[src/rtl/iopmp_entry_scanner.sv]
// rtl/iopmp_entry_scanner.sv - sequential IOPMP entry table read-out engine
// Fetches a contiguous index range from the entry RAM and streams it with backpressure.
module iopmp_entry_scanner #(
    parameter int DATA_WIDTH = 128,
    parameter int DEPTH      = 32,
    parameter int ADDR_WIDTH = $clog2(DEPTH)
) (
    input  logic                  clk_i,
    input  logic                  rst_i,
    input  logic                  start_i,
    input  logic [ADDR_WIDTH-1:0] first_i,
    input  logic [ADDR_WIDTH-1:0] last_i,
    input  logic                  abort_i,
    output logic                  busy_o,
    output logic                  done_o,
    output logic                  ram_en_o,
    output logic [ADDR_WIDTH-1:0] ram_addr_o,
    input  logic [DATA_WIDTH-1:0] ram_rdata_i,
    output logic                  entry_valid_o,
    input  logic                  entry_ready_i,
    output logic [DATA_WIDTH-1:0] entry_data_o,
    output logic [ADDR_WIDTH-1:0] entry_idx_o,
    output logic                  entry_last_o
);

    typedef enum logic [1:0] {
        S_IDLE  = 2'd0,
        S_SCAN  = 2'd1,
        S_DRAIN = 2'd2
    } state_t;

    localparam logic [ADDR_WIDTH-1:0] LP_MAX_IDX = ADDR_WIDTH'(DEPTH - 1);

    state_t                r_state;
    state_t                w_next;

    logic [ADDR_WIDTH-1:0] r_addr;
    logic [ADDR_WIDTH-1:0] r_last;
    logic                  r_inflight;
    logic [ADDR_WIDTH-1:0] r_infl_idx;
    logic                  r_infl_last;
    logic                  r_empty_done;

    logic [DATA_WIDTH-1:0] r_buf_data [2];
    logic [ADDR_WIDTH-1:0] r_buf_idx  [2];
    logic                  r_buf_last [2];
    logic                  r_wr_ptr;
    logic                  r_rd_ptr;
    logic [1:0]            r_count;

    logic                  w_first_oob;
    logic [ADDR_WIDTH-1:0] w_last_clamped;
    logic                  w_empty;
    logic [1:0]            w_load;
    logic                  w_hs;
    logic                  w_issue;
    logic                  w_push;
    logic                  w_head_last;
    logic                  w_at_last;

    // Range checks only exist when the index space is wider than the table.
    generate
        if (DEPTH < (1 << ADDR_WIDTH)) begin : g_partial
            assign w_first_oob    = (first_i > LP_MAX_IDX);
            assign w_last_clamped = (last_i > LP_MAX_IDX) ? LP_MAX_IDX : last_i;
        end else begin : g_full
            assign w_first_oob    = 1'b0;
            assign w_last_clamped = last_i;
        end
    endgenerate

    assign w_empty     = w_first_oob || (first_i > w_last_clamped);
    assign w_load      = r_count + {1'b0, r_inflight};
    assign w_hs        = entry_valid_o && entry_ready_i;
    assign w_at_last   = (r_addr == r_last);
    assign w_head_last = r_buf_last[r_rd_ptr];
    assign w_push      = r_inflight && !abort_i;
    // A full pipeline may still issue when a slot frees in the same cycle.
    assign w_issue     = (r_state == S_SCAN) && !abort_i &&
                         ((w_load < 2'd2) || ((w_load == 2'd2) && w_hs));

    always_ff @(posedge clk_i) begin
        if (rst_i) begin
            r_state <= S_IDLE;
        end else begin
            r_state <= w_next;
        end
    end

    always_comb begin
        w_next = r_state;
        case (r_state)
            S_IDLE: begin
                if (start_i && !w_empty) begin
                    w_next = S_SCAN;
                end
            end
            S_SCAN: begin
                if (abort_i) begin
                    w_next = S_IDLE;
                end else if (w_issue && w_at_last) begin
                    w_next = S_DRAIN;
                end
            end
            S_DRAIN: begin
                if (abort_i || (w_hs && w_head_last)) begin
                    w_next = S_IDLE;
                end
            end
            default: w_next = S_IDLE;
        endcase
    end

    always_comb begin
        busy_o   = (r_state != S_IDLE);
        ram_en_o = w_issue;
        done_o   = r_empty_done ||
                   ((r_state == S_DRAIN) && !abort_i && w_hs && w_head_last);
    end

    always_ff @(posedge clk_i) begin
        if (rst_i) begin
            r_addr       <= '0;
            r_last       <= '0;
            r_inflight   <= 1'b0;
            r_infl_idx   <= '0;
            r_infl_last  <= 1'b0;
            r_empty_done <= 1'b0;
        end else begin
            r_empty_done <= (r_state == S_IDLE) && start_i && w_empty;
            if (r_state == S_IDLE && start_i) begin
                r_addr <= first_i;
                r_last <= w_last_clamped;
            end else if (w_issue && !w_at_last) begin
                r_addr <= r_addr + 1'b1;
            end
            r_inflight  <= w_issue;
            r_infl_idx  <= r_addr;
            r_infl_last <= w_at_last;
        end
    end

    always_ff @(posedge clk_i) begin
        if (rst_i || abort_i) begin
            r_wr_ptr <= 1'b0;
            r_rd_ptr <= 1'b0;
            r_count  <= 2'd0;
        end else begin
            if (w_push) begin
                r_buf_data[r_wr_ptr] <= ram_rdata_i;
                r_buf_idx[r_wr_ptr]  <= r_infl_idx;
                r_buf_last[r_wr_ptr] <= r_infl_last;
                r_wr_ptr             <= ~r_wr_ptr;
            end
            if (w_hs) begin
                r_rd_ptr <= ~r_rd_ptr;
            end
            r_count <= r_count + {1'b0, w_push} - {1'b0, w_hs};
        end
    end

    // Head fields are masked so idle outputs read as zero regardless of stale slots.
    assign entry_valid_o = (r_count != 2'd0);
    assign entry_data_o  = entry_valid_o ? r_buf_data[r_rd_ptr] : '0;
    assign entry_idx_o   = entry_valid_o ? r_buf_idx[r_rd_ptr] : '0;
    assign entry_last_o  = entry_valid_o && w_head_last;
    assign ram_addr_o    = r_addr;

endmodule

[config.mk]
export PLATFORM = sky130hd
export DESIGN_NAME = iopmp_entry_scanner
export DESIGN_NICKNAME = d
export VERILOG_FILES = /design/src/rtl/iopmp_entry_scanner.sv
export SDC_FILE = /design/constraint.sdc
export NUM_CORES = 1
export LEC_CHECK = 0
export CORE_MARGIN = 5
export CORE_UTILIZATION = 40
export CTS_CLUSTER_SIZE = 12
export DETAILED_ROUTE_END_ITERATION = 8
export GPL_TIMING_DRIVEN = 0
export PLACE_DENSITY = 0.67
export RECOVER_POWER = 50
export SYNTH_ARGS = -nofsm -noshare
export SYNTH_HDL_FRONTEND = slang
export SYNTH_SLANG_ARGS = --single-unit
[constraint.sdc]
create_clock -name clk_i -period 10.7 [get_ports clk_i]
set_input_delay 2.14 -clock clk_i [delete_from_list [all_inputs] [get_ports clk_i]]
set_output_delay 2.14 -clock clk_i [all_outputs]
set_load 0.01 [all_outputs]
==> impl_metrics.yaml <==
layout:
  syn2layout_area_growth_pct: 38.6
  finalInstanceArea_um2: 15600
  drive_gt1_share_pct: 5.03
  fin_nets: 1184
yosys:
  ys.flop_type: "edfxtp_1"
  synth_area_um2: 11300
  synth_nets: 860
  avgSynthCellArea_um2: 15.9
  yosys_warnings: 0
  yosys-top-cells-area: "edfxtp_1 72%, mux2i_1 12%, nor2_1 5.0%"
  synthArstFlopShare_pct: 0
  synth_top_area_cell: "edfxtp_1"
  synth_cell_types: 35
  synth_top_area_share_pct: 71.5
  synth_edf_count: 268
  syn_inst: 708
  seq_area_frac_synth_pct: 76.0
  ys_ff_latch: 293
setup_path:
  endpoint_kind: "output pin"
  r2r_slack_ns: 7.13
  slowest_stage: "clkdlybuf4s50_1"
  crit_fanout: 5
  setup.worst_path.class: "in2out"
  cp_top_family: "buffers and inverters"
  arrival_ns: 3.82
  critPathRequiredTime_ns: 8.56
  crit_chain: "dlygate4sd3_1 > nand2b_1 > a221o_1 > inv_1 > clkdlybuf4s50_1"
  start_kind: "input port"
  max_stage_delay_ns: 0.57
  cp_num_buf_inv: 3
cts:
  cts_tree: "done"
  cts_root_buffer: "clkbuf_16"
  clk_pin_slew_worst_paths_ns: 0.06
  htreeDepth: 1
  cts_hold_buf: 0
  postCtsSetupBuffers: 0
  clock_path_buffers: 3
  clock_latency_ns: 0.54
  clock_sinks: 293
  cts_made_buffers: 31
  cts_resized: 0
timing:
  period_share_pct: 55.7
  hold_ws_ns: 0.424
  grt_setup_unrepaired: "false"
  fin_crit_ns: 5.96
  layout_setup_ws_ns: 4.74
  fmax_mhz: 168
  setup_viol: 0
  hold_viol: 0
  maxSlewHeadroom_pct: -33.0
  worst_pin_slew_ns: 2.00
  skew_ns: 0.00954
  slew_viol_final: 36
global_routing:
  antenna_found_initial: 11
  grt_usage_pct: 15.9
  grt_max_degree: 56
  grt.overflow.total: 0
  grt_pass1_wl_um: 38900
  grt_pass1_vias: 7065
detailed_routing:
  wire_per_inst_um: 17.9
  drt_iter0_drc: 294
  drc: 0
  finalWirelength_um: 25600
  dr.pass1.iters: 4
  postRouteAntennaNets: 0
  vias_per_cell: 4.68
  num_vias: 6718
placement:
  port_buffers: 284
  dp_hpwl_um: 18100
  gp_congestion: 0.726
  dp_slack_ns: 4.79
  place_area_um2: 14700
pwr:
  combinationalPowerShare_pct: 4.4
  powerDensity_nw_per_um2: 148
  ir_drop_mv: 0.114
  p_sw_mw: 0.452
  swShare_pct: 19.6
  p_clk_share_pct: 40.8
  p_int_mw: 1.85
  p_seq_share_pct: 54.8
  leakage_nw: 5.04
floorplan:
  die_h_um: 178
  rows: 61
  dieWidth_um: 178
  pin_count: 286
  core-area_um2: 27800
  start_util_pct: 40.5
  die-area_um2: 31600
min_path:
  hp-class: "reg2reg"
run:
  drv_cap: 1
outcome:
  violations: "capacitance limit, slew limit"
  outcome: "complete, but fails checks"
flip-flops by register name, summed over array words and instances (netlist names), named ones only:
signal,cells
r_buf_data,256
r_buf_idx,10
r_infl_idx,5
r_last,5
ram_addr_o,5
r_buf_last,2
r_count,2
r_state,2
r_empty_done,1
r_infl_last,1
r_inflight,1
r_rd_ptr,1
r_wr_ptr,1
area by class of cell:
class	instances	area, um2
Antenna cell	4	10.0
Buffer	35	144
Clock buffer	45	838
Clock inverter	9	50.0
Fill cell	2257	12200
Inverter	12	45.0
Multi-Input combinational cell	368	2500
Sequential cell	293	8550
Tap cell	378	473
Timing Repair Buffer	291	2990
cells in the final DEF (no fill, tap or decap), drive strengths merged, types with 5 or more instances in the layout:
cell type | netlist | routed
dlygate4sd3 | 0 | 132
dfxtp | 25 | 25
clkinv | 0 | 6
buf | 22 | 28
edfxtp | 268 | 268
a211oi | 5 | 5
inv | 12 | 12
clkdlybuf4s50 | 0 | 152
nor2 | 149 | 149
a21oi | 9 | 9
ha | 9 | 9
nand2 | 15 | 15
clkbuf | 13 | 59
nor3 | 7 | 7
nor2b | 5 | 5
xor2 | 8 | 8
mux2i | 134 | 134
cells in the mapped netlist (all sizes together), types with 2 or more instances:
cell type / number
mux2i: 134
clkbuf: 13
nor2b: 5
nand2: 15
and2: 2
o21ai: 2
edfxtp: 268
inv: 12
nor4: 2
ha: 9
nor2: 149
a21oi: 9
xor2: 8
dfxtp: 25
a211oi: 5
nor3: 7
nand2b: 2
xnor2: 4
buf: 22
and3: 4
cell families after synthesis:
group                      Yosys count  synth area share (%)
AOI/OAI and AO/OA                   23                  1.62
xor gates and xnor gates            12                 0.934
adders and majority gates            9                  1.00
buffers and inverters               47                  1.68
DFF                                293                  76.0
muxes                              134                  11.9
and+or+nand+nor                    190                  6.86
stage by stage:
stage                     cells  setup TNS, ns  utilization [%]  total power [mW]
after CTS                  1431              0             56.3              2.35
after global routing       1435              0             56.1              2.40
final                      1435              0             56.1              2.31
after floorplan             708              0                -              1.32
after detailed placement   1377              0             53.1              1.40
after global placement     1370        -303.87             52.4              1.40
worst paths after layout:
kind                                               start                          end  cells past startpoint
worst max-delay path                       entry_ready_i                     ram_en_o                      5
worst min-delay path            r_infl_idx[3]$_SDFF_PP0_    r_buf_idx[1][3]$_DFFE_PP_                      0
worst max register to register     r_inflight$_SDFF_PP0_  r_buf_data[0][96]$_DFFE_PP_                      5
worst min register to register  r_infl_idx[3]$_SDFF_PP0_    r_buf_idx[1][3]$_DFFE_PP_                      0
metal layers:
metal / share of wire [%] / track usage, %
met1: 39 / 18.9
met2: 48 / 27.2
met3: 11 / 6.58
met4: 1.9 / 3.35
met5: 0.30 / 0
power by group through the flow:
stage          clock network (mW)  registers [mW]  logic [mW]
2_1_floorplan                   0            1.29      0.0337
3_3_place_gp                    0            1.29       0.111
4_1_cts                     0.972            1.26       0.116
3_5_place_dp                    0            1.29       0.115
6_report                    0.941            1.26       0.102
5_1_grt                      1.02            1.26       0.112
Power figures use the tool's default switching activity.
